## src/rtl/timer_event_irq.sv

```systemverilog
// Event counter with threshold match, hold/auto-reload modes and an APB-lite
// register file. The trig input is asynchronous and is synchronised to PCLK.
module timer_event_irq (
    input  logic       PCLK,
    input  logic       PRESET,
    input  logic       trig,
    input  logic       PSEL,
    input  logic       PENABLE,
    input  logic       PWRITE,
    input  logic [1:0] PADDR,
    input  logic [7:0] PWDATA,
    output logic [7:0] PRDATA,
    output logic       PREADY,
    output logic       irq
);

    typedef enum logic [1:0] {DIS, CNT, HOLD} state_t;

    state_t     state_q, state_d;
    logic       s1_q, s2_q, s3_q;
    logic       v1_q, v2_q, arm_q, event_q;
    logic [2:0] ctrl_q, ctrl_d;
    logic [7:0] thresh_q, thresh_d;
    logic [7:0] count_q, count_d;
    logic       pend_q, pend_d, ovr_q, ovr_d;

    logic       wr, rd, wr_ctrl, wr_thresh, wr_status, wr_count;
    logic       ev, match, pend_set, ovr_set, pend_clr, ovr_clr;
    logic [7:0] count_inc;

    assign wr        = PSEL & PENABLE & PWRITE;
    assign rd        = PSEL & PENABLE & ~PWRITE;
    assign wr_ctrl   = wr && (PADDR == 2'd0);
    assign wr_thresh = wr && (PADDR == 2'd1);
    assign wr_status = wr && (PADDR == 2'd2);
    assign wr_count  = wr && (PADDR == 2'd3);
    assign pend_clr  = wr_status & PWDATA[0];
    assign ovr_clr   = wr_status & PWDATA[1];

    // A COUNT write on the same edge swallows the event entirely.
    assign ev        = event_q & ~wr_count;
    assign count_inc = count_q + 8'd1;
    assign match     = ev && (state_q == CNT) && (thresh_q != '0) && (count_inc == thresh_q);

    // v1/v2 mark the synchroniser as holding real samples; arm_q requires trig to be
    // seen low first, so a trig held high through reset release is not an edge.
    always_ff @(posedge PCLK or posedge PRESET) begin
        if (PRESET) begin
            s1_q    <= 1'b0;
            s2_q    <= 1'b0;
            s3_q    <= 1'b0;
            v1_q    <= 1'b0;
            v2_q    <= 1'b0;
            arm_q   <= 1'b0;
            event_q <= 1'b0;
        end else begin
            s1_q    <= trig;
            s2_q    <= s1_q;
            s3_q    <= s2_q;
            v1_q    <= 1'b1;
            v2_q    <= v1_q;
            arm_q   <= arm_q | (v2_q & ~s2_q);
            event_q <= s2_q & ~s3_q & arm_q;
        end
    end

    always_comb begin
        state_d  = state_q;
        ctrl_d   = ctrl_q;
        thresh_d = thresh_q;
        count_d  = count_q;
        pend_set = 1'b0;
        ovr_set  = 1'b0;
        case (state_q)
            DIS: begin
                if (ctrl_q[0]) state_d = CNT;
            end
            CNT: begin
                if (match) begin
                    pend_set = 1'b1;
                    ovr_set  = pend_q;
                    if (ctrl_q[2]) begin
                        count_d = '0;
                    end else begin
                        count_d = thresh_q;
                        state_d = HOLD;
                    end
                end else if (ev) begin
                    count_d = count_inc;
                end
                if (!ctrl_q[0]) state_d = DIS;
            end
            HOLD: begin
                if (ev) ovr_set = 1'b1;
                if (!ctrl_q[0]) begin
                    state_d = DIS;
                end else if (pend_clr) begin
                    state_d = CNT;
                    count_d = '0;
                end
            end
            default: state_d = DIS;
        endcase
        if (wr_count)  count_d  = '0;
        if (wr_ctrl)   ctrl_d   = PWDATA[2:0];
        if (wr_thresh) thresh_d = PWDATA;
        pend_d = pend_set | (pend_q & ~pend_clr);
        ovr_d  = ovr_set  | (ovr_q  & ~ovr_clr);
    end

    always_ff @(posedge PCLK or posedge PRESET) begin
        if (PRESET) begin
            state_q  <= DIS;
            ctrl_q   <= '0;
            thresh_q <= '0;
            count_q  <= '0;
            pend_q   <= 1'b0;
            ovr_q    <= 1'b0;
        end else begin
            state_q  <= state_d;
            ctrl_q   <= ctrl_d;
            thresh_q <= thresh_d;
            count_q  <= count_d;
            pend_q   <= pend_d;
            ovr_q    <= ovr_d;
        end
    end

    always_comb begin
        PRDATA = '0;
        if (rd) begin
            case (PADDR)
                2'd0:    PRDATA = {5'b0, ctrl_q};
                2'd1:    PRDATA = thresh_q;
                2'd2:    PRDATA = {6'b0, ovr_q, pend_q};
                default: PRDATA = count_q;
            endcase
        end
    end

    assign PREADY = 1'b1;
    assign irq    = pend_q & ctrl_q[1];

endmodule

```

## config.mk

```make
export PLATFORM = sky130hd
export DESIGN_NAME = timer_event_irq
export DESIGN_NICKNAME = d
export VERILOG_FILES = /design/src/rtl/timer_event_irq.sv
export SDC_FILE = /design/constraint.sdc
export NUM_CORES = 1
export LEC_CHECK = 0
export CORE_AREA = 2 2 78 80
export CTS_CLUSTER_DIAMETER = 50
export DETAILED_ROUTE_END_ITERATION = 16
export DIE_AREA = 0 0 80 82
export MAX_ROUTING_LAYER = met4
export PLACE_DENSITY = 0.66
export SYNTH_ARGS = -nofsm -noshare
export SYNTH_HDL_FRONTEND = slang
export SYNTH_SLANG_ARGS = --single-unit
```

## constraint.sdc

```tcl
create_clock -name PCLK -period 5.15 [get_ports PCLK]
set_clock_uncertainty 0.1 [all_clocks]
set_input_delay 1.03 -clock PCLK [delete_from_list [all_inputs] [get_ports PCLK]]
set_output_delay 1.03 -clock PCLK [all_outputs]
set_load 0.005 [all_outputs]
```

# After elaboration in Yosys (flattened, before gate mapping)
# Index checks and enable logic that the tools add are counted.
classes:
  eq_ne: 13
  n_reduce_logical: 13
  mux: 21
  add_sub_neg: 1
  bitwise_logic: 21
ops:
  columns: ["op", "n"]
  rows:
  - ["$mux 8", 7]
  - ["$pmux 8 s3", 1]
  - ["$pmux 8 s2", 1]
  - ["$ne 3x3->1 const B", 5]
  - ["$and 1x1->1", 12]
  - ["$mux 2", 6]
  - ["$add 8x1->8 const B", 1]
  - ["$eq 8x8->1", 1]
  - ["$reduce_and 4->1", 2]
  - ["$reduce_bool 8->1", 1]
  - ["$logic_and 1x1->1", 7]
  - ["$eq 2x2->1 const B", 3]
  - ["$not 1->1", 6]
  - ["$pmux 2 s3", 1]
  - ["$eq 2x1->1 const B", 2]
  - ["$logic_not 2->1", 2]
  - ["$mux 1", 4]
  - ["$ne 4x4->1 const B", 1]
  - ["$or 1x1->1", 3]
  - ["$reduce_bool 3->1", 1]
  - ["$ne 2x2->1 const B", 1]
  - ["$pmux 1 s2", 1]
totals:
  output_inout_bits: 10
  input_bits: 16
  ff_bits: 30

# Depth between registers and ports, before layout
# Gate-level depths: netlist (run 1).
logic_depth:
  word_depth: 11
  ltp_mapped: 9
  ltp_nobuf: 8

# Worst setup path after synthesis (run 1)
# No wires, ideal clock.
synth_path:
  kind: "input port to output port"
  from: "input port PADDR[1]"
  to: "output port PRDATA[1]"
  path_stages: 3
  required_ns: 4.020
  path_slack_ns: 1.915
  arrival_time_ns: 2.105
  path_cell_list: "buf_1 > mux4_2 > and2_1"
synth_between:
  elab_chain_len: 3
  word_cells_on_any_way: 5
  classes_between: "2 x eq/ne; 2 x mux; 1 x reduce/logical"
synth_rtl:
  columns: ["item", "line_no", "source"]
  rows:
  - ["start, declared", "10", "input logic [1:0] PADDR,"]
  - ["$eq 2x2->1 (tied with other cells)", "132", "case (PADDR)"]
  - ["$pmux 8 s3 (*)", "132", null]
  - ["$mux 8 (*)", "131", "if (rd) begin"]
  - ["end, declared", "12", "output logic [7:0] PRDATA,"]
# Mark *: on every way between the ends. The rest lies on a longest branch, timed or not.

# Worst setup path after layout (run 1)
layout_path:
  from: "input port PADDR[1]"
  to: "output port PRDATA[0]"
# The elaborated chain is that of the path after synthesis.

==> impl_metrics.toml, run 1 <==
[status]
run_status = "completed"

[pwr]
leakage_uw = 0.0009756
power_density_nw_per_um2 = 349.1
power_uw = 808.8
ir_worst_vdd_mv = 0.1776

[synthesis]
ys_warn_count = 0
synth_cells = 200
netlist.area_leader.share = 0.3873
synth_edf_count = 0
synthTopCellsByCount = "dfrtp_1 (30), nand2_1 (23), nor2_1 (21)"
synth_compound_area_frac = 0.1582
ys_ff_latch = 30
synth_cell_types = 49
yosysTopAreaCell = "dfrtp_1"
synthesis.area_um2 = 1938
synth_top_family_by_area = "simple AND/OR/NAND/NOR gates"
synth_flop_cell = "dfrtp_1"
synth-xor-area-share = 0.03615
synth_fa_ha_area_frac = 0.03228
yosys-top-cells-area = "dfrtp_1 (39%), mux2_2 (6.4%), nand2_1 (4.5%)"
synthSimpleGateAreaFrac = 0.2027
yosysSeqAreaShare = 0.3873
yosysMostFrequentCell = "dfrtp_1"
async_flop_share = 1.000
synthMuxAreaShare = 0.1362
avgSynthCellArea_um2 = 9.691

[die]
die_w_um = 80
die_area_um2 = 6560
die_y_um = 82
ios = 26
rows = 28
start_util = 0.3373
core-area_um2 = 5746

[global_route]
grt_max_degree = 31
gr-total-overflow = 0
track_usage = 0.1491
antenna_found_initial = 0
grt_pass1_wl_mm = 7.320
grt_pass1_vias = 1498

[critical_path]
slowest_stage = "clkdlybuf4s50_1"
crit_chain = "clkdlybuf4s50_1, mux4_1, and2_1, clkdlybuf4s50_1"
cpMostUsedCell = "clkdlybuf4s50_1"
required_ps = 4020
reg2regPathDepth = 8
crit_arrival_ps = 3100
cp_slowest_stage_delay_ps = 860
critPathMaxFanout = 13
critPathBufInv = 2
reg2reg_to = "count_q[6]$_DFFE_PP0P_"
r2r_start = "count_q[0]$_DFFE_PP0P_"
cp.depth = 4
cp_top_family = "buffers and inverters"
start_kind = "primary input"
r2r_setup_slack_ps = 2330
cp-end-kind = "output port"
path_class = "in2out"

[clock_network]
ctsRootBufferMaster = "clkbuf_8"
ctsResizeCount = 0
cts_tree = "done"
cts.sinks = 30
insertion_delay_ps = 280
clockBufferDepth = 2
cts_made_buffers = 5
postCtsSetupRepairBufs = 0
htree_levels = 2
clk_pin_slew_ps = 60
cts_hold_buf = 0

[worst_hold_path]
hp-start = "v1_q$_DFF_PP0_"
hp-class = "reg2reg"
whs_endpoint = "v2_q$_DFF_PP0_"
holdPathStages = 0

[final_layout]
fillCellCount = 572
nNetsFinal = 245
multi_input_area_um2 = 1104
diodes = 0
drive_gt1_frac = 0.1511
ff_latch_area_um2 = 750.7
area_delta_synth_final_pct = 19.56

[routing]
drt_iter0_markers = 134
wl_per_cell_um = 14.37
via_per_inst = 5.240
drc_errors = 0
totalWireLength_mm = 4.311
firstDrtPassIters = 4
vias = 1572
ant_nets = 0

[placement]
gp_routability_congestion = 0.9016
portBuffers = 24
place_hpwl_mm = 3.209

[sta]
slew_headroom = 0.3972
worst_pin_slew_ps = 897.4
setup_viol = 0
finalSetupTns_ps = 0
rsz0062_at_grt = "no"
hold_violations = 0
clock.fmax_ghz = 0.2363
layout_min_cycle_time_ps = 4231
finalMaxSlewViolations = 0
min_period_over_period = 0.8216

[job]
max-cap-violations = 0
## area by class of cell
class | count | area share
clock buffer | 6 | 0.03564
sequential | 30 | 0.3240
inverter | 7 | 0.01134
clock inverter | 2 | 0.005400
tap | 75 | 0.04050
timing repair buffer | 25 | 0.1069
multi-input combinational | 155 | 0.4762
## worst max path at each step
stage	slack [ps]	endpoint	start
final	920	PRDATA[0]	PADDR[1]
after global routing	830	PRDATA[0]	PADDR[1]
after detailed placement	900	PRDATA[0]	PADDR[1]
after floorplan	1910	PRDATA[1]	PADDR[1]
after CTS	900	PRDATA[0]	PADDR[1]
after global placement	920	PRDATA[0]	PADDR[1]
## routing by layer
metal / share of wire / GRT usage
met1: 0.45 / 0.1760
met2: 0.49 / 0.2525
met3: 0.035 / 0.03297
met4: 0.016 / 0.05085
met5: 0 / -
## metrics by stage
step | cells | hold WS (ps) | worst slack (ps) | area (um2) | utilization
final | 300 | 261.3 | 918.8 | 2317 | 0.4033
after global routing | 300 | 269.2 | 828.5 | 2317 | 0.4033
after CTS | 300 | 261.2 | 901.0 | 2317 | 0.4033
after detailed placement | 292 | 236.4 | 897.2 | 2222 | 0.3868
after global placement | 292 | 238.4 | 919.6 | 2222 | 0.3868
after floorplan | 201 | 231.2 | 1915 | 1942 | -
## worst reg2reg max path, cell delays in order, from the launching register on
cell and delay [ps]:
dfrtp_1 470, ha_1 350, xor2_1 150, a211o_1 240
a311oi_1 280, and4_4 280, o2111ai_4 340, a32oi_1 360
o211ai_2 100
## registers in the layout, indices dropped and copies added, names as in the netlist, 2 cells and up
register  flops
count_q       8
thresh_q      8
state_q       2
ctrl_q        3
## cells in the final DEF (no fill, tap or decap), types with 6 or more instances in the layout
cell,Yosys,layout
nand2_1,23,23
mux2_2,11,11
nor2_1,21,21
nor3_1,8,8
o211ai_2,6,6
nand3_1,11,11
clkbuf_8,0,6
inv_1,7,7
clkdlybuf4s50_1,0,24
mux2i_1,8,8
dfrtp_1,30,30
o21ai_0,6,6
## kinds of logic (layout without fill, tap and decap cells)
logic type	after synthesis	count (layout)
and+or+nand+nor	81	81
AOI/OAI and AO/OA	37	37
DFF	30	30
muxes	22	22
buffers and inverters	16	40
xor gates and xnor gates	8	8
adders and majority gates	5	5
other	1	2
## power by group
group / switching [uW] / internal [uW] / leakage [uW]
combinational: 130 / 135 / 0.000567
clock: 89.9 / 107 / 0.0000472
sequential: 69.5 / 277 / 0.000362
Note: power is estimated with default switching activity, not from simulation.
==> inputs of run 2 (changes only) <==
Settings changed: PLACE_DENSITY 0.66 to 0.68.
Clock period 5.15 ns to 3.5 ns, I/O delays scaled along.
==> impl_metrics.toml, run 2 (same netlist as run 1, synthesis figures left out) <==
[status]
run_status = "completed"

[final_layout]
fillCellCount = 588
final_cells = 305
multi_input_area_um2 = 1104
nNetsFinal = 250
area_delta_synth_final_pct = 21.50
final_cell_mix = "dfrtp_1 (30), clkdlybuf4s50_1 (24), nand2_1 (23)"
drive_gt1_frac = 0.1696
final_common_cell = "dfrtp_1"
fin_area_um2 = 2355
top_regs = "count_q: 8 flops, thresh_q: 8 flops, ctrl_q: 3 flops"
diodes = 0
ff_latch_area_um2 = 750.7

[critical_path]
path_class = "in2out"
r2r_start = "count_q[0]$_DFFE_PP0P_"
cpMostUsedCell = "clkdlybuf4s50_1"
reg2regPathDepth = 8
cp_top_family = "buffers and inverters"
crit_arrival_ps = 2400
r2r_setup_slack_ps = 650
cp_slowest_stage_delay_ps = 550
critPathBufInv = 2
critPathMaxFanout = 4
reg2reg_to = "count_q[6]$_DFFE_PP0P_"
start_kind = "primary input"
slowest_stage = "clkdlybuf4s50_1"
crit_chain = "clkdlybuf4s50_1, mux4_1, and2_1, clkdlybuf4s50_1"
cp-end-kind = "output port"
required_ps = 2700

[routing]
drc_errors = 0
via_per_inst = 5.354
totalWireLength_mm = 4.564
ant_nets = 0
wl_per_cell_um = 14.96
drt_iter0_markers = 67
firstDrtPassIters = 5
vias = 1633

[global_route]
grt_max_degree = 31
grt_pass1_vias = 1567
antenna_found_initial = 0
grt_pass1_wl_mm = 7.652
gr-total-overflow = 0
track_usage = 0.1581

[clock_network]
postCtsSetupRepairBufs = 0
cts_tree = "done"
ctsRootBufferMaster = "clkbuf_8"
cts_made_buffers = 5
clockBufferDepth = 2
clk_pin_slew_ps = 60
ctsResizeCount = 0
cts.sinks = 30
cts_hold_buf = 0
htree_levels = 2
insertion_delay_ps = 290

[job]
max-cap-violations = 0

[sta]
layout_setup_ws_ps = 297.7
layout_min_cycle_time_ps = 3202
rsz0062_at_grt = "no"
setup_viol = 0
clock.fmax_ghz = 0.3123
hold_violations = 0
slew_headroom = 0.5671
min_period_over_period = 0.9150
hold-worst-slack_ps = 253.9
finalSetupTns_ps = 0
finalMaxSlewViolations = 0
worst_pin_slew_ps = 647.0

[die]
start_util = 0.3373
rows = 28
core-area_um2 = 5746
die_area_um2 = 6560
die_w_um = 80
die_y_um = 82
ios = 26

[placement]
place_hpwl_mm = 3.405
placed_area_um2 = 2260
gp_routability_congestion = 0.8878
pre_cts_slack_ps = 295.1
portBuffers = 24
dp.cells = 297

[worst_hold_path]
holdPathStages = 0
hp-start = "s1_q$_DFF_PP0_"
whs_endpoint = "s2_q$_DFF_PP0_"
hp-class = "reg2reg"

[pwr]
power_density_nw_per_um2 = 513.9
leakage_uw = 0.0009990
ir_worst_vdd_mv = 0.2433
[run 2: cell types whose count changed in the layout (fill, tap and decap cells not counted), sizes merged]
cell and delta:
buf +5
[run 2: worst max path at each step]
stage | from | endpoint | slack, ps | cells after the start
floorplan | PADDR[1] | PRDATA[1] | 920 | 3
global placement | PADDR[1] | PRDATA[0] | 300 | 4
detailed placement | PADDR[1] | PRDATA[0] | 300 | 4
CTS | PADDR[1] | PRDATA[0] | 290 | 4
global route | PADDR[1] | PRDATA[0] | 220 | 4
finish | PADDR[1] | PRDATA[0] | 300 | 4
[run 2: cell type report]
| class | count | area share |
|---|---|---|
| Multi-Input combinational cell | 155 | 0.4687 |
| Sequential cell | 30 | 0.3188 |
| Timing Repair Buffer | 30 | 0.1211 |
| Tap cell | 75 | 0.03985 |
| Clock buffer | 6 | 0.03507 |
| Inverter | 7 | 0.01116 |
| Clock inverter | 2 | 0.005313 |
[run 2: metal layers]
metal,wire length (um),part of all wire,vias up,global-route usage
li1,-,-,775,-
met1,2016,0.44,828,0.1910
met2,2409,0.53,28,0.2658
met3,106,0.023,2,0.02967
met4,30,0.0066,0,0.05593
met5,0,0,-,-
[run 2: power by group]
part           switching [uW]  internal, uW  total (uW)
combinational             196           205         401
sequential                106           408         514
clock                     137           158         295
total                     439           771        1210
[run 2: metrics by stage]
| step | power [uW] | util |
|---|---|---|
| 3_3_place_gp | 900.5 | 0.3933 |
| 3_5_place_dp | 917.4 | 0.3933 |
| 6_report | 1210 | 0.4098 |
| 2_1_floorplan | 807.4 | - |
| 5_1_grt | 1299 | 0.4098 |
| 4_1_cts | 1213 | 0.4098 |
[run 2: worst register-to-register path: cells and delay by family, from the launching register on]
| family | cells | cell delay [ps] |
|---|---|---|
| and+or+nand+nor | 1 | 290 |
| DFF | 1 | 480 |
| adders and majority gates | 1 | 360 |
| AOI/OAI and AO/OA | 5 | 1340 |
| xor gates and xnor gates | 1 | 150 |
==> inputs of run 3 (changes only) <==
Settings changed: CAP_MARGIN set to 20.
==> results of run 3 <==
Final layout, timing and power as in run 2 (identical DEF).
